### config.mk
export PLATFORM = sky130hd
export DESIGN_NAME = avalon_bus_arbiter
export DESIGN_NICKNAME = d
export VERILOG_FILES = /design/src/rtl/avalon_bus_arbiter.sv
export SDC_FILE = /design/constraint.sdc
export NUM_CORES = 1
export LEC_CHECK = 0
export ABC_AREA = 1
export CAP_MARGIN = 5
export CORE_AREA = 2 2 133 135
export CTS_BUF_LIST = sky130_fd_sc_hd__clkbuf_4
export CTS_CLUSTER_DIAMETER = 200
export CTS_CLUSTER_SIZE = 14
export DETAILED_ROUTE_END_ITERATION = 7
export DIE_AREA = 0 0 135 137
export GPL_ROUTABILITY_DRIVEN = 1
export HOLD_SLACK_MARGIN = 0.12
export PLACE_DENSITY = 0.6
export SETUP_SLACK_MARGIN = 0.15
export SKIP_CTS_REPAIR_TIMING = 1
export SYNTH_ARGS = -nofsm -noshare
export SYNTH_HDL_FRONTEND = slang
export SYNTH_SLANG_ARGS = --single-unit
### constraint.sdc
create_clock -name clk -period 5 [get_ports clk]
set_input_delay 1.25 -clock clk [delete_from_list [all_inputs] [get_ports clk]]
set_output_delay 1.25 -clock clk [all_outputs]
set_load 0.01 [all_outputs]
### src/rtl/avalon_bus_arbiter.sv
// Two-master to one-slave Avalon-MM arbiter with atomic burst ownership.
// Read data is broadcast; the valid strobe goes only to the burst owner.
module avalon_bus_arbiter #(
    parameter int ROUND_ROBIN = 1,
    parameter int DATA_W      = 32,
    parameter int ADDR_W      = 32
) (
    input  logic                  clk,
    input  logic                  rst_n,
    input  logic [ADDR_W-1:0]     m0_address,
    input  logic [DATA_W/8-1:0]   m0_byteEnable,
    input  logic                  m0_read,
    input  logic                  m0_write,
    input  logic [DATA_W-1:0]     m0_writeData,
    input  logic                  m0_beginBurstTransfer,
    input  logic [7:0]            m0_burstCount,
    output logic [DATA_W-1:0]     m0_readData,
    output logic                  m0_readDataValid,
    output logic                  m0_waitRequest,
    input  logic [ADDR_W-1:0]     m1_address,
    input  logic [DATA_W/8-1:0]   m1_byteEnable,
    input  logic                  m1_read,
    input  logic                  m1_write,
    input  logic [DATA_W-1:0]     m1_writeData,
    input  logic                  m1_beginBurstTransfer,
    input  logic [7:0]            m1_burstCount,
    output logic [DATA_W-1:0]     m1_readData,
    output logic                  m1_readDataValid,
    output logic                  m1_waitRequest,
    output logic [ADDR_W-1:0]     s_address,
    output logic [DATA_W/8-1:0]   s_byteEnable,
    output logic                  s_read,
    output logic                  s_write,
    output logic [DATA_W-1:0]     s_writeData,
    output logic                  s_beginBurstTransfer,
    output logic [7:0]            s_burstCount,
    input  logic [DATA_W-1:0]     s_readData,
    input  logic                  s_readDataValid,
    input  logic                  s_waitRequest
);

    typedef enum logic [1:0] {IDLE, WRITE, READ_CMD, READ_DATA} stateT;

    stateT      state, stateNext;
    logic       grant, grantNext;
    logic       lastGrant, lastGrantNext;
    logic [7:0] count, countNext;

    logic [1:0] req;
    logic       winner;
    logic       wWrite;
    logic [7:0] wBurst;
    logic       gRead;
    logic       gWrite;
    logic [7:0] gBurst;

    assign req = {m1_read | m1_write, m0_read | m0_write};

    // On contention the master that did not own the bus last goes next.
    always_comb begin
        if (req == 2'b11) winner = (ROUND_ROBIN != 0) ? ~lastGrant : 1'b0;
        else              winner = req[1];
    end

    assign wWrite = winner ? m1_write : m0_write;
    assign wBurst = winner ? m1_burstCount : m0_burstCount;
    assign gRead  = grant ? m1_read : m0_read;
    assign gWrite = grant ? m1_write : m0_write;
    assign gBurst = grant ? m1_burstCount : m0_burstCount;

    assign m0_readData = s_readData;
    assign m1_readData = s_readData;

    always_comb begin
        stateNext            = state;
        grantNext            = grant;
        lastGrantNext        = lastGrant;
        countNext            = count;
        s_address            = '0;
        s_byteEnable         = '0;
        s_read               = 1'b0;
        s_write              = 1'b0;
        s_writeData          = '0;
        s_beginBurstTransfer = 1'b0;
        s_burstCount         = '0;
        m0_waitRequest       = 1'b1;
        m1_waitRequest       = 1'b1;
        m0_readDataValid     = 1'b0;
        m1_readDataValid     = 1'b0;

        if (state == WRITE || state == READ_CMD) begin
            s_address            = grant ? m1_address : m0_address;
            s_byteEnable         = grant ? m1_byteEnable : m0_byteEnable;
            s_writeData          = grant ? m1_writeData : m0_writeData;
            s_beginBurstTransfer = grant ? m1_beginBurstTransfer
                                         : m0_beginBurstTransfer;
            s_burstCount         = gBurst;
            s_read               = gRead;
            s_write              = gWrite;
            if (grant) m1_waitRequest = s_waitRequest;
            else       m0_waitRequest = s_waitRequest;
        end

        unique case (state)
            IDLE: begin
                if (req != 2'b00) begin
                    grantNext = winner;
                    if (wWrite) begin
                        stateNext = WRITE;
                        countNext = (wBurst == 8'd0) ? 8'd1 : wBurst;
                    end else begin
                        stateNext = READ_CMD;
                    end
                end
            end
            WRITE: begin
                if (gWrite && !s_waitRequest && count != 8'd0) begin
                    countNext = count - 8'd1;
                    if (count == 8'd1) begin
                        stateNext     = IDLE;
                        lastGrantNext = grant;
                    end
                end
            end
            READ_CMD: begin
                if (gRead && !s_waitRequest) begin
                    stateNext = READ_DATA;
                    countNext = (gBurst == 8'd0) ? 8'd1 : gBurst;
                end
            end
            READ_DATA: begin
                if (s_readDataValid) begin
                    if (grant) m1_readDataValid = 1'b1;
                    else       m0_readDataValid = 1'b1;
                    if (count != 8'd0) begin
                        countNext = count - 8'd1;
                        if (count == 8'd1) begin
                            stateNext     = IDLE;
                            lastGrantNext = grant;
                        end
                    end
                end
            end
        endcase
    end

    always_ff @(posedge clk or negedge rst_n) begin
        if (!rst_n) begin
            state     <= IDLE;
            grant     <= 1'b0;
            lastGrant <= 1'b1;
            count     <= 8'd0;
        end else begin
            state     <= stateNext;
            grant     <= grantNext;
            lastGrant <= lastGrantNext;
            count     <= countNext;
        end
    end

endmodule

==> metrics.yaml, run 1 <==
drt:
  via_per_inst: 4.13
  routed_wl_um: 14800
  dr.first_iter.drc_count: 144
  firstDrtPassIters: 4
  drc: 0
  num_vias: 3247
  wl_per_cell_um: 18.9
  ant_nets: 0
power:
  p_leak_nw: 2.07
  p_per_area_nw_per_um2: 641
  peakVddDrop_uv: 247
  power.switching_fraction_pct: 49.4
  p_int_mw: 1.57
  p_switching_mw: 1.53
  p_seq_share_pct: 5.9
  p_comb_share_pct: 91.7
  power.share.clock_pct: 2.4
finish:
  area_growth_pct: 86.6
  fin_nets: 763
  final_cell_area_um2: 4840
  num_antenna_cells: 0
  drive_gt1_share_pct: 7.49
global_routing:
  antenna_found_initial: 0
  gr-usage-met1_pct: 18.4
  grt_overflow: 0
  grtUsageTotal_pct: 14.5
  busiest_layer: "met2"
  grt_pass1_wl_um: 19700
  use_met2_pct: 20.1
  grt.met3_usage_pct: 9.67
  grt_pass1_vias: 3121
  grt_max_degree: 39
run:
  maxCapViolations: 0
setup_path:
  regToRegSetupSlack_ns: 2.91
  worstPathCellList: "inv_1 -> ha_1 -> inv_1 -> nor2_4 -> buf_12 -> a22o_1 -> clkdlybuf4s50_1"
  crit_buf_inv: 4
  crit_family: "buffers and inverters"
  crit_top_cell: "inv_1"
  cpMaxStageDelayCell: "nor2_4"
  path_max_fanout: 30
  cp.arrival_ns: 2.93
  crit_type: "reg -> out"
  critPathRequiredTime_ns: 3.75
  cp-start-kind: "register"
  slowest_delay_ns: 0.59
  crit_path_end_kind: "primary output"
placement:
  port_buffers: 244
  routabilityCongestion: 0.790
  dpl.hpwl_um: 12600
  post_dp_cell_area_um2: 4810
timing:
  fin_skew_ns: 0.00689
  relSlewSlack_pct: 53.4
  rsz0062_at_grt: "no"
  holdWs_ns: 0.501
  max_slew.worst_pin.slew_ns: 0.697
  post-route-min-period_ns: 4.18
  setup_violations: 0
  maxSlewViolCount: 0
  finalSetupTns_ns: 0
  fmax_mhz: 239
  hold_viol: 0
  finalCritPeriodShare_pct: 83.6
outcome:
  status: "finished clean"
yosys:
  synth_edf_count: 0
  synth_cell_types: 33
  mappedNetlistArea_um2: 2590
  seq_area_frac_synth_pct: 11.6
  synth.area.top_cells: "a22o_1, buf_4, nand2_1"
  yosys-top-cells-count: "nand2_1, a22o_1, buf_4, inv_1, nor2_1"
  postSynthCellCount: 389
  synthFlopType: "dfrtp_1"
  avgSynthCellArea_um2: 6.67
  yosysMostFrequentCell: "nand2_1"
  yosys.area.top_type: "a22o_1"
  synth_top_area_share_pct: 23.3
  syn_nets: 590
  async_flop_share_pct: 100
  synth_seq_cells: 12
  synth_warnings: 0
clock_network:
  clk_path_buf_depth: 2
  clock_sinks: 12
  clk_latency_ns: 0.28
  cts.htree.levels: 1
  path_clk_slew_ns: 0.09
  cts_buffers: 3
  clock-root-buffer: "clkbuf_4"
  cts_tree: "yes"
floorplanning:
  dieHeight_um: 137
  rows: 48
  die_w_um: 135
  core-area_um2: 17100
  io_pins: 341
  die_area_um2: 18500
  initial_core_util_pct: 15.2
worst_hold_path:
  hold_path_class: "reg -> reg"
final timing paths:
check | startpoint | cells past startpoint | to
worst min register to register | count[6] | 2 | count[6]
max in group asynchronous | rst_n | 1 | state[1]
worst min-delay path | count[6] | 2 | count[6]
worst max-delay path | state[0] | 7 | s_address[0]
min in group asynchronous | rst_n | 1 | count[5]
worst max register to register | state[0] | 9 | count[4]
kinds of logic after synthesis:
family / after synthesis / synth area share, %
adder cells (fa/ha/maj): 7 / 3.37
XOR/XNOR: 2 / 0.675
AND/OR/NAND/NOR: 141 / 23.3
buffers and inverters: 124 / 29.0
flip-flops: 12 / 11.6
AO/OA/AOI/OAI: 103 / 32.0
cell type report:
type | instances | area [um^2]
Sequential cell | 12 | 302
Tap cell | 225 | 282
Multi-Input combinational cell | 253 | 1550
Inverter | 41 | 161
Fill cell | 1871 | 12200
Timing Repair Buffer | 251 | 2520
Clock buffer | 4 | 30.0
worst reg2reg max path: stages (launching register included):
cell and delay, ns:
dfrtp_1 0.43, inv_1 0.13, ha_1 0.32, clkinv_1 0.34, nand2_2 0.28, o21ai_0 0.12, a21oi_1 0.12, o21ai_0 0.11
nand2_2 0.09, o21ai_2 0.05
layer usage:
layer	vias to the layer above	part of all wire [%]
met5	-	0
met4	0	1.7
met3	36	15
met2	146	41
met1	1466	42
li1	1599	-
state kept, by name (all words and copies together) (netlist names):
register	cells
count	8
state	2
lastGrant	1
grant	1
power groups by stage:
stage | logic (mW) | clock network [mW] | registers, mW
2_1_floorplan | 1.48 | 0 | 0.173
3_3_place_gp | 2.87 | 0 | 0.184
3_5_place_dp | 2.85 | 0 | 0.186
4_1_cts | 2.88 | 0.0746 | 0.184
5_1_grt | 3.08 | 0.0808 | 0.191
6_report | 2.85 | 0.0731 | 0.184
metrics by stage:
step	util [%]	total power [mW]	instances	setup slack, ns
finish	28.4	3.10	786	0.821
global route	28.4	3.35	786	0.585
CTS	28.4	3.14	786	0.769
detailed placement	28.2	3.04	782	0.847
global placement	28.2	3.06	782	0.847
floorplan	-	1.65	389	2.14
placed cells by master, fill, tap and decap left out, drive strengths merged, types with 5 or more instances in the layout:
master and n:
a22o 69, dfrtp 11, inv 40, ha 7, a21oi 5, nand3 12
clkdlybuf4s50 244, nor2 31, o21ai 23, nor3 5, nand2 89, buf 7
No activity file was read; power rests on OpenSTA's default activity.
==> run 2: changes to the inputs <==
Settings changed: CORE_AREA 2 2 133 135 to 2 2 131 133, DIE_AREA 0 0 135 137 to 0 0 133 135, PLACE_DENSITY 0.6 to 0.63.
Clock period 5 ns to 3.8 ns, I/O delays scaled along.
==> metrics.yaml, run 2 (same netlist as run 1, synthesis figures left out) <==
floorplanning:
  rows: 47
  core-area_um2: 16400
  die_area_um2: 18000
  io_pins: 341
  initial_core_util_pct: 15.8
  dieHeight_um: 135
  die_w_um: 133
global_routing:
  antenna_found_initial: 0
  grt_overflow: 0
  grtUsageTotal_pct: 16.1
  grt_pass1_wl_um: 21200
  grt_pass1_vias: 3180
  grt_max_degree: 71
finish:
  mostFrequentLayoutCell: "clkdlybuf4s50_1"
  drive_gt1_share_pct: 7.98
  largest_registers: "count x8, state x2"
  num_antenna_cells: 0
  area_growth_pct: 88.6
  layout_common_cells: "clkdlybuf4s50_1, nand2_1, a22o_1, inv_1, nor2_1"
  regMostFlops: "count"
  largest_register_ffs: 8
  fin_nets: 766
placement:
  dpl.hpwl_um: 13100
  port_buffers: 244
  routabilityCongestion: 0.821
timing:
  maxSlewViolCount: 0
  finalSetupTns_ns: 0
  setup_violations: 0
  rsz0062_at_grt: "no"
  max_slew.worst_pin.slew_ns: 0.629
  finalCritPeriodShare_pct: 93.3
  hold_viol: 0
  fmax_mhz: 282
  post-route-min-period_ns: 3.54
  relSlewSlack_pct: 58.0
  fin_skew_ns: 0.0132
drt:
  num_vias: 3303
  firstDrtPassIters: 5
  ant_nets: 0
  drc: 0
  wl_per_cell_um: 19.9
  dr.first_iter.drc_count: 230
  via_per_inst: 4.21
  routed_wl_um: 15600
setup_path:
  crit_path_end_kind: "primary output"
  crit_type: "reg -> out"
  path_max_fanout: 35
  cp-start-kind: "register"
  cp.arrival_ns: 2.59
  critPathRequiredTime_ns: 2.85
clock_network:
  clk_latency_ns: 0.30
  cts.htree.levels: 1
  clock-root-buffer: "clkbuf_4"
  clk_path_buf_depth: 2
  path_clk_slew_ns: 0.09
  clock_sinks: 12
  cts_buffers: 3
  cts_tree: "yes"
run:
  maxCapViolations: 0
worst_hold_path:
  hold_path_class: "reg -> reg"
power:
  p_total_mw: 4.29
  p_per_area_nw_per_um2: 876
  peakVddDrop_uv: 397
  p_leak_nw: 2.11
outcome:
  status: "finished clean"
-- run 2: worst paths after layout --
check	startpoint	depth (start not counted)	to	slack, ns
max	state[0]	7	s_writeData[31]	0.26
max in group asynchronous	rst_n	1	count[1]	2.35
min in group asynchronous	rst_n	1	count[0]	1.04
max reg2reg	state[0]	9	count[4]	1.69
min reg2reg	count[6]	2	count[6]	0.48
min	count[6]	2	count[6]	0.48
-- run 2: report_power, final --
group	leakage [nW]	switching, mW	internal, mW
Clock	0.0154	0.0513	0.0383
Combinational	1.95	2.04	1.92
Sequential	0.147	0.0437	0.195
-- run 2: stage by stage --
stage	instance area (um^2)	hold slack (ns)	cells	setup slack [ns]	utilization [%]
3_5_place_dp	4800	0.470	776	0.316	29.2
6_report	4890	0.483	784	0.256	29.8
2_1_floorplan	2590	0.452	389	1.46	-
4_1_cts	4820	0.488	780	0.145	29.4
5_1_grt	4890	0.528	784	0.146	29.8
3_3_place_gp	4800	0.465	776	0.320	29.2
-- run 2: metal layers --
metal | vias to the layer above | track usage, % | share of wire, %
li1 | 1610 | - | -
met4 | 0 | 2.69 | 1.3
met2 | 156 | 20.1 | 39
met1 | 1503 | 20.9 | 41
met3 | 34 | 13.6 | 19
met5 | - | 0 | 0
-- run 2: area by class of cell --
class / instances / area (um^2)
Tap cell: 220 / 275
Inverter: 41 / 166
Multi-Input combinational cell: 253 / 1550
Sequential cell: 12 / 302
Clock inverter: 1 / 3.75
Timing Repair Buffer: 254 / 2580
Clock buffer: 3 / 22.5
Fill cell: 1746 / 11500
-- run 2: worst max-delay path: stages (launching register included) --
cell and delay, ns:
dfrtp_1 0.42, inv_1 0.11, ha_1 0.35, clkinvlp_4 0.13, nor2_4 0.17, buf_12 0.21, a22o_1 0.23, clkdlybuf4s50_1 0.65
